**src/rtl/audio_pkg.sv**
```systemverilog
// Shared audio types and constants for the mixer/DSP chain and the I2S transmitter.
package audio_pkg;
  localparam int SAMPLE_W       = 16;
  localparam int I2S_FRAME_BITS = 2 * SAMPLE_W;

  typedef logic signed [SAMPLE_W-1:0] sample_t;

  function automatic int i2s_frame_bits(input int width);
    return 2 * width;
  endfunction
endpackage

```
**src/rtl/i2s_tx_if.sv**
```systemverilog
// Mixed audio packet stream: sample bus plus one-cycle "changed" strobe.
interface i2s_tx_if #(
  parameter int WIDTH = audio_pkg::SAMPLE_W
);
  logic [WIDTH-1:0] pktMixed;
  logic             pktMixedChanged;

  modport master (output pktMixed, output pktMixedChanged);
  modport slave  (input  pktMixed, input  pktMixedChanged);
endinterface

```
**src/rtl/i2s_clk_gen.sv**
```systemverilog
// BCLK divider with a fall-event strobe and the per-frame bit counter.
module i2s_clk_gen #(
  parameter int CLK_DIV    = 4,
  parameter int FRAME_BITS = audio_pkg::I2S_FRAME_BITS,
  localparam int DIV_W     = (CLK_DIV > 1) ? $clog2(CLK_DIV) : 1,
  localparam int CNT_W     = $clog2(FRAME_BITS)
) (
  input  logic             i_clk,
  input  logic             i_rst,
  output logic             o_bclk,
  output logic             o_fall,
  output logic [CNT_W-1:0] o_bit_cnt
);
  logic [DIV_W-1:0] r_div;
  logic             r_bclk;
  logic [CNT_W-1:0] r_bit_cnt;
  logic             w_div_end;
  logic             w_fall;

  assign w_div_end = (r_div == DIV_W'(CLK_DIV - 1));
  assign w_fall    = w_div_end & r_bclk;

  always_ff @(posedge i_clk or posedge i_rst) begin
    if (i_rst) begin
      r_div     <= '0;
      r_bclk    <= 1'b0;
      r_bit_cnt <= '0;
    end else begin
      if (w_div_end) begin
        r_div  <= '0;
        r_bclk <= ~r_bclk;
      end else begin
        r_div <= r_div + 1'b1;
      end
      if (w_fall) begin
        r_bit_cnt <= (r_bit_cnt == CNT_W'(FRAME_BITS - 1)) ? '0 : r_bit_cnt + 1'b1;
      end
    end
  end

  assign o_bclk    = r_bclk;
  assign o_fall    = w_fall;
  assign o_bit_cnt = r_bit_cnt;
endmodule

```
**src/rtl/i2s_tx.sv**
```systemverilog
// Mono-to-stereo I2S master transmitter with a one-entry pending sample
// and underrun/overrun flags.
module i2s_tx
  import audio_pkg::*;
#(
  parameter int WIDTH   = SAMPLE_W,
  parameter int CLK_DIV = 4
) (
  input  logic     clk_i,
  input  logic     rst_i,
  i2s_tx_if.slave  pkt_if,
  output logic     bclk_o,
  output logic     lrclk_o,
  output logic     sd_o,
  output logic     frameStart_o,
  output logic     underrun_o,
  output logic     overrun_o
);
  localparam int FRAME_BITS = i2s_frame_bits(WIDTH);
  localparam int CNT_W      = $clog2(FRAME_BITS);

  logic                  w_bclk;
  logic                  w_fall;
  logic [CNT_W-1:0]      w_bit_cnt;
  logic                  w_frame_start;
  logic [CNT_W-1:0]      w_sd_idx;

  logic [WIDTH-1:0]      r_pending;
  logic                  r_fresh;
  logic                  r_first;
  logic [FRAME_BITS-1:0] r_shift;
  logic                  r_lrclk;
  logic                  r_sd;
  logic                  r_frame_start;
  logic                  r_underrun;
  logic                  r_overrun;

  i2s_clk_gen #(
    .CLK_DIV    (CLK_DIV),
    .FRAME_BITS (FRAME_BITS)
  ) u_clk_gen (
    .i_clk     (clk_i),
    .i_rst     (rst_i),
    .o_bclk    (w_bclk),
    .o_fall    (w_fall),
    .o_bit_cnt (w_bit_cnt)
  );

  assign w_frame_start = w_fall && (w_bit_cnt == '0);
  // One-bit I2S delay: at bit k send frame bit k-1; at k=0 the old shift's LSB
  // (previous right-word LSB) goes out while the new word loads.
  assign w_sd_idx = (w_bit_cnt == '0) ? '0 : CNT_W'(FRAME_BITS) - w_bit_cnt;

  always_ff @(posedge clk_i or posedge rst_i) begin
    if (rst_i) begin
      r_pending     <= '0;
      r_fresh       <= 1'b0;
      r_first       <= 1'b1;
      r_shift       <= '0;
      r_lrclk       <= 1'b1;
      r_sd          <= 1'b0;
      r_frame_start <= 1'b0;
      r_underrun    <= 1'b0;
      r_overrun     <= 1'b0;
    end else begin
      r_frame_start <= 1'b0;
      r_underrun    <= 1'b0;
      r_overrun     <= 1'b0;
      if (w_fall) begin
        r_lrclk <= (w_bit_cnt >= CNT_W'(WIDTH));
        r_sd    <= r_shift[w_sd_idx];
      end
      if (w_frame_start) begin
        r_shift       <= {r_pending, r_pending};
        r_fresh       <= 1'b0;
        r_first       <= 1'b0;
        r_frame_start <= 1'b1;
        r_underrun    <= ~r_fresh & ~r_first;
      end
      // Capture after the load so a coincident strobe survives as fresh.
      if (pkt_if.pktMixedChanged) begin
        r_pending <= pkt_if.pktMixed;
        r_fresh   <= 1'b1;
        r_overrun <= r_fresh & ~w_frame_start;
      end
    end
  end

  assign bclk_o       = w_bclk;
  assign lrclk_o      = r_lrclk;
  assign sd_o         = r_sd;
  assign frameStart_o = r_frame_start;
  assign underrun_o   = r_underrun;
  assign overrun_o    = r_overrun;
endmodule

```
**src/flat_wrapper.sv**
```systemverilog
// flat-port wrapper written by rule: the top's interface ports become plain ports
module i2s_tx_flat import audio_pkg::*;
#(
  parameter int WIDTH   = SAMPLE_W,
  parameter int CLK_DIV = 4
)
  (clk_i, rst_i, bclk_o, lrclk_o, sd_o, frameStart_o, underrun_o, overrun_o, pkt_if_pktMixed, pkt_if_pktMixedChanged);
  i2s_tx_if #(.WIDTH(WIDTH)) pkt_if_i ();
  input  logic clk_i;
  input  logic rst_i;
  output logic bclk_o;
  output logic lrclk_o;
  output logic sd_o;
  output logic frameStart_o;
  output logic underrun_o;
  output logic overrun_o;
  input wire logic [$bits(pkt_if_i.pktMixed)-1:0] pkt_if_pktMixed;
  input wire logic [$bits(pkt_if_i.pktMixedChanged)-1:0] pkt_if_pktMixedChanged;
  assign pkt_if_i.pktMixed = pkt_if_pktMixed;
  assign pkt_if_i.pktMixedChanged = pkt_if_pktMixedChanged;
  i2s_tx #(.WIDTH(WIDTH), .CLK_DIV(CLK_DIV)) u_core (.clk_i(clk_i), .rst_i(rst_i), .pkt_if(pkt_if_i), .bclk_o(bclk_o), .lrclk_o(lrclk_o), .sd_o(sd_o), .frameStart_o(frameStart_o), .underrun_o(underrun_o), .overrun_o(overrun_o));
endmodule
```
**config.mk**
```make
export PLATFORM = sky130hd
export DESIGN_NAME = i2s_tx_flat
export DESIGN_NICKNAME = d
export VERILOG_FILES = /design/src/rtl/audio_pkg.sv /design/src/rtl/i2s_tx_if.sv /design/src/rtl/i2s_clk_gen.sv /design/src/rtl/i2s_tx.sv /design/src/flat_wrapper.sv
export SDC_FILE = /design/constraint.sdc
export NUM_CORES = 1
export LEC_CHECK = 0
export CORE_ASPECT_RATIO = 1.4
export CORE_MARGIN = 4
export CORE_UTILIZATION = 50
export CTS_BUF_LIST = sky130_fd_sc_hd__clkbuf_2
export DETAILED_ROUTE_END_ITERATION = 12
export PLACE_DENSITY = 0.71
export SETUP_SLACK_MARGIN = 0.1
export SLEW_MARGIN = 20
export SYNTH_ARGS = -nofsm -noshare
export SYNTH_HDL_FRONTEND = slang
export SYNTH_SLANG_ARGS = --single-unit
```
**constraint.sdc**
```tcl
create_clock -name clk_i -period 3.9 [get_ports clk_i]
set_input_delay 0.975 -clock clk_i [delete_from_list [all_inputs] [get_ports clk_i]]
set_output_delay 0.975 -clock clk_i [all_outputs]
set_load 0.05 [all_outputs]
```
# Word level (Yosys, flattened, before mapping)

Cells that the tools add are included.

Flip-flop bits (word level): 63
Latch bits: 0
RAM bits: 0
Memory bits (read-only): 0
Bits of input ports: 19
Output and inout port bits: 6
Word-level logic and storage cells: 39
Memories: 0

Add/sub/neg operators: 3
Multipliers: 0
Divide/modulo/power cells: 0
Magnitude comparators: 2
Equal/unequal tests: 2
Shifts and indexed selects: 0
Muxes and demuxes: 10
Bitwise gates (word level): 7
Reductions and logical operators: 3

Operators by type and width:

| kind                                                       | count |
|---|---|
| 2-to-1 mux 5 bit                                           | 2 |
| less-than comparator 5 x 6 -> 1 bit, second input constant | 1 |
| 2-to-1 mux 1 bit                                           | 6 |
| adder 5 x 1 -> 5 bit, second input constant                | 1 |
| binary-select mux 1 bit (select 5 bit)                     | 1 |
| equality test 5 bit, second input constant                 | 1 |
| >= comparator 5 bit, second input constant                 | 1 |
| zero test 5 bit                                            | 1 |
| subtractor 1 x 5 -> 5 bit, first input constant            | 1 |
| NOT 1 bit                                                  | 4 |
| AND 1 bit                                                  | 3 |
| adder 2 x 1 -> 2 bit, second input constant                | 1 |
| equality test 2 bit, second input constant                 | 1 |
| 2-to-1 mux 2 bit                                           | 1 |
| nonzero test 2 bit                                         | 1 |
| logical AND 1 bit                                          | 1 |

# Logic depth before layout (Yosys ltp)

Depth after elaboration: 6
Depth in mapped cells: 9
Depth with buffers taken out: 7

# Modules after synthesis

Synthesis repeated with hierarchy kept, for this count alone.

Cell total of the unflattened synthesis: 157
Area, all modules: 2069.5 sq um

By module, submodules not included:

| module      | times used | cells each | area an instance (sq um) | seq. area each (sq um) |
|---|---|---|---|---|
| i2s_tx      | 1          | 125        | 1709.1                   | 978.4 |
| i2s_clk_gen | 1          | 32         | 360.3                    | 200.2 |

# Least setup slack after synthesis

OpenSTA, ideal clock, no wires.

Path kind: register to register
Start point: register u_core.u_clk_gen.r_bit_cnt[0], in the netlist u_core.u_clk_gen.o_bit_cnt[0]
End point: register u_core.r_sd, in the netlist u_core.sd_o
Library setup time: 132 ps
Arrival: 2268 ps
Slack: 1500 ps
Cell stages (with the launch flop): 9
Buffers on the path: 1
Clock period less this slack: 2400 ps
Cell sequence: dfrtp_1 > buf_2 > inv_1 > ha_1 > or4b_4 > nand2_4 > mux4_1 > a211oi_1 > o41ai_1

Cells in the longest elaborated chain, start to end: 4
Elaborated cells on any way between the ends: 5

Ends and longest elaborated chain:

| element                                                      | RTL line          | RTL |
|---|---|---|
| start, declared                                              | i2s_clk_gen.sv:16 | `logic [CNT_W-1:0] r_bit_cnt;` |
| start signal, assigned                                       | i2s_clk_gen.sv:36 | `r_bit_cnt <= (r_bit_cnt == CNT_W'(FRAME_BITS - 1)) ? '0 : r_bit_cnt + 1'b1;` |
| subtractor 1 x 5 -> 5 bit or zero test 5 bit (tied branches) | i2s_tx.sv:52      | `assign w_sd_idx = (w_bit_cnt == '0) ? '0 : CNT_W'(FRAME_BITS) - w_bit_cnt;` |
| 2-to-1 mux 5 bit (*)                                         | i2s_tx.sv:52      |  |
| binary-select mux 1 bit (select 5 bit) (*)                   | i2s_tx.sv:71      | `r_sd <= r_shift[w_sd_idx];` |
| 2-to-1 mux 1 bit (not written as such) (*)                   | i2s_tx.sv:71      |  |
| end signal, assigned                                         | i2s_tx.sv:71      |  |
| end, declared                                                | i2s_tx.sv:33      | `logic r_sd;` |

Mark *: on every way between the ends. The rest lies on a longest branch, timed or not. The select of a mux whose other input is x is not followed.
A chain may end at the register's enable or synchronous reset.

# Final worst setup path

Start point: register u_core.r_lrclk, in the netlist u_core.lrclk_o
End point: output lrclk_o

RTL lines:

| element                | RTL line           | RTL |
|---|---|---|
| start, declared        | i2s_tx.sv:32       | `logic r_lrclk;` |
| start signal, assigned | i2s_tx.sv:70       | `r_lrclk <= (w_bit_cnt >= CNT_W'(WIDTH));` |
| end, declared          | flat_wrapper.sv:12 | `output logic lrclk_o;` |

No word-level cell between the ends.

==> reports/qor.yml <==
power:
  swShare_pct: 24.17
  combPwrFrac_pct: 10.3
  leakage_uw: 0.001092
  p_switching_uw: 197.2
  p_seq_share_pct: 66.4
  max-vdd-ir-drop_uv: 339.1
  clkPwrFrac_pct: 23.3
  p_int_uw: 618.5
  p_per_area_nw_per_um2: 349.2
yosys:
  seq_area_frac_synth_pct: 58.29
  synth_nets: 202
  syn_area_per_cell_sq_um: 11.30
  synth_area_leaders: "dfrtp_1 (56%), mux2_2 (11%), nand2_1 (10%), dfstp_2 (2.6%), mux4_1 (2.6%)"
  ys_warn_count: 0
  synth.largest_area_cell: "dfrtp_1"
  syn_inst: 179
  synth.cells.most_frequent: "nand2_1 (54), dfrtp_1 (45), mux2_2 (20), o21ai_0 (7), inv_1 (5)"
  synth_ff_type: "dfrtp_1"
  post_synth_num_cell_types: 37
  synthArstFlopShare_pct: 100.0
  yosysMostFrequentCell: "nand2_1"
  synthesis.area_sq_um: 2022
  synth-edff-count: 0
  ys_ff_latch: 47
  synth_top_area_share_pct: 55.69
sta:
  fin_crit_sh_pct: 69.95
  setup_viol: 0
  fin_crit_ns: 2.728
  worst_slew_pin_slew_ns: 0.7531
  skew_ns: 0.01519
  max_freq_ghz: 0.3665
  maxSlewHeadroom_pct: 49.63
  hold_viol: 0
  final.setup.worst_slack_ns: 1.172
  fin_setup_tns_ns: 0
  drv_slew: 0
  rsz0062_at_grt: "no"
clock_tree:
  ctsRootBufferMaster: "clkbuf_2"
  cts_tree: "built"
  clk_pin_slew_worst_paths_ns: 0.21
  cts_buffer_depth: 2
  cts_made_buffers: 5
  worstSkewPairLatency_ns: 0.39
  holdBufCountCts: 0
  cts.repair.resized: 0
  htree_levels: 2
  cts_setup_buffers: 0
  cts_sinks: 47
setup_path:
  r2r_slack_ns: 1.35
  worstPathMaxFanout: 2
  path_cells: "clkdlybuf4s50_1"
  crit_type: "reg -> out"
  cp.depth: 1
  crit_family: "buffers and inverters"
  worstPathArrival_ns: 1.75
  cp_data_required_time_ns: 2.92
  worst_r2r_endpoint: "u_core.sd_o"
  max_stage_delay_ns: 0.79
  ff2ff_path_depth: 7
  r2r-start: "u_core.u_clk_gen.o_bit_cnt[0]"
  cp-start-kind: "flip-flop"
  worst-path-buf-inv: 1
  critPathCaptureType: "primary output"
  cpMaxStageDelayCell: "clkdlybuf4s50_1"
drt:
  remaining_drc_errors: 0
  drt_first_pass_iters: 4
  vias: 1336
  wire_per_inst_um: 14.33
  via_per_inst: 5.365
  wl_um: 3567
  drt_first_iter_violations: 74
  drtAntennaViolNets: 0
place:
  dp.cells: 241
  io_buffers: 24
  dp_hpwl_um: 2690
  gp_congestion: 0.8613
  dpl_cell_area_sq_um: 2296
  preCtsSetupSlack_ns: 1.353
floorplan:
  start_util_pct: 51.60
  dieArea_sq_um: 5140
  die_w_um: 61.75
  core-area_sq_um: 3919
  rows: 27
  die_h_um: 83.24
  io_pins: 25
grt:
  antenna_found_initial: 0
  gr-total-overflow: 0
  grt_max_degree: 28
  grt_pass1_wl_um: 6223
  grt_pass1_vias: 1406
  track_usage_pct: 16.03
final_layout:
  post-route-util_pct: 59.61
  drive_gt1_share_pct: 16.99
  area_growth_pct: 15.53
  num_antenna_cells: 0
  num-nets-final: 228
  nFillCells: 324
  finalInstanceArea_sq_um: 2336
  layout.cells.non_filler: 249
hold_path:
  hold-path-endpoint: "u_core.u_clk_gen.r_div[0]"
  hold_path.class: "reg -> reg"
  hold_path_startpoint: "u_core.u_clk_gen.r_div[0]"
  holdPathStages: 1
status:
  status: "completed"
run:
  maxCapViolCount: 0
==> cells by family after synthesis <==
| logic type | count (synthesis) | synth area share (%) |
|---|---|---|
| and+or+nand+nor | 72 | 15.66 |
| AOI/OAI and AO/OA | 19 | 6.126 |
| buffers and inverters | 13 | 2.846 |
| adders and majority gates | 4 | 2.475 |
| muxes | 22 | 13.74 |
| xor gates and xnor gates | 2 | 0.8665 |
| DFF | 47 | 58.29 |
==> cell type report <==
cell class                      instances  area, sq um  area share, %
Sequential cell                        47         1179          50.46
Multi-Input combinational cell        119        785.8          33.64
Timing Repair Buffer                   26        255.2          10.93
Tap cell                               43        53.80          2.303
Clock buffer                            7        35.03          1.500
Inverter                                6        22.52         0.9641
Clock inverter                          1        5.005         0.2142
==> how the worst max path moves through the flow <==
stage	startpoint	endpoint	slack [ns]
after global routing	u_core.lrclk_o	lrclk_o	1.09
after CTS	u_core.lrclk_o	lrclk_o	1.14
after floorplan	u_core.u_clk_gen.o_bit_cnt[0]	u_core.sd_o	1.50
after detailed placement	u_core.u_clk_gen.o_bit_cnt[0]	u_core.sd_o	1.35
final	u_core.lrclk_o	lrclk_o	1.17
after global placement	pkt_if_pktMixedChanged	u_core.r_pending[5]	1.44
==> through the flow <==
stage / hold WS [ns] / power, uW
floorplan: 0.4031 / 597.8
global placement: 0.4145 / 629.8
detailed placement: 0.4237 / 636.2
CTS: 0.4478 / 823.5
global route: 0.4989 / 861.0
finish: 0.4449 / 815.7
==> registers in the layout, indices dropped and copies added, names as in the netlist <==
register	cells
u_core.r_pending	16
u_core.r_shift	16
u_core.u_clk_gen.o_bit_cnt	5
u_core.u_clk_gen.r_div	2
u_core.frameStart_o	1
u_core.lrclk_o	1
u_core.overrun_o	1
u_core.r_first	1
u_core.r_fresh	1
u_core.sd_o	1
u_core.u_clk_gen.o_bclk	1
u_core.underrun_o	1
==> per-layer routing <==
layer | vias to the layer above | GRT usage (%) | wire [um]
met1 | 655 | 19.61 | 1442
met3 | 7 | 4.510 | 109
li1 | 649 | - | -
met4 | 0 | 6.371 | 71
met5 | - | 0 | 0
met2 | 25 | 25.83 | 1943
==> power groups by stage <==
stage	Sequential (uW)	Combinational, uW	Clock (uW)
2_1_floorplan	549	48.8	0
3_3_place_gp	549	81.2	0
3_5_place_dp	550	85.8	0
4_1_cts	542	86.1	196
5_1_grt	545	94.8	221
6_report	541	84.3	190
==> cell usage in the layout, fill, tap and decap left out, types with 2 or more instances in the layout <==
cell / n
buf_4: 2
nand3_1: 2
clkdlybuf4s50_1: 24
ha_1: 4
mux4_1: 2
inv_1: 4
dfrtp_1: 45
dfstp_2: 2
o21ai_0: 7
a211oi_1: 2
nor2_1: 4
clkbuf_2: 7
clkinv_1: 2
mux2_2: 20
nand2b_1: 2
nand2_1: 54
nor3_1: 2
o21a_1: 2
(Power assumes the default switching activity.)
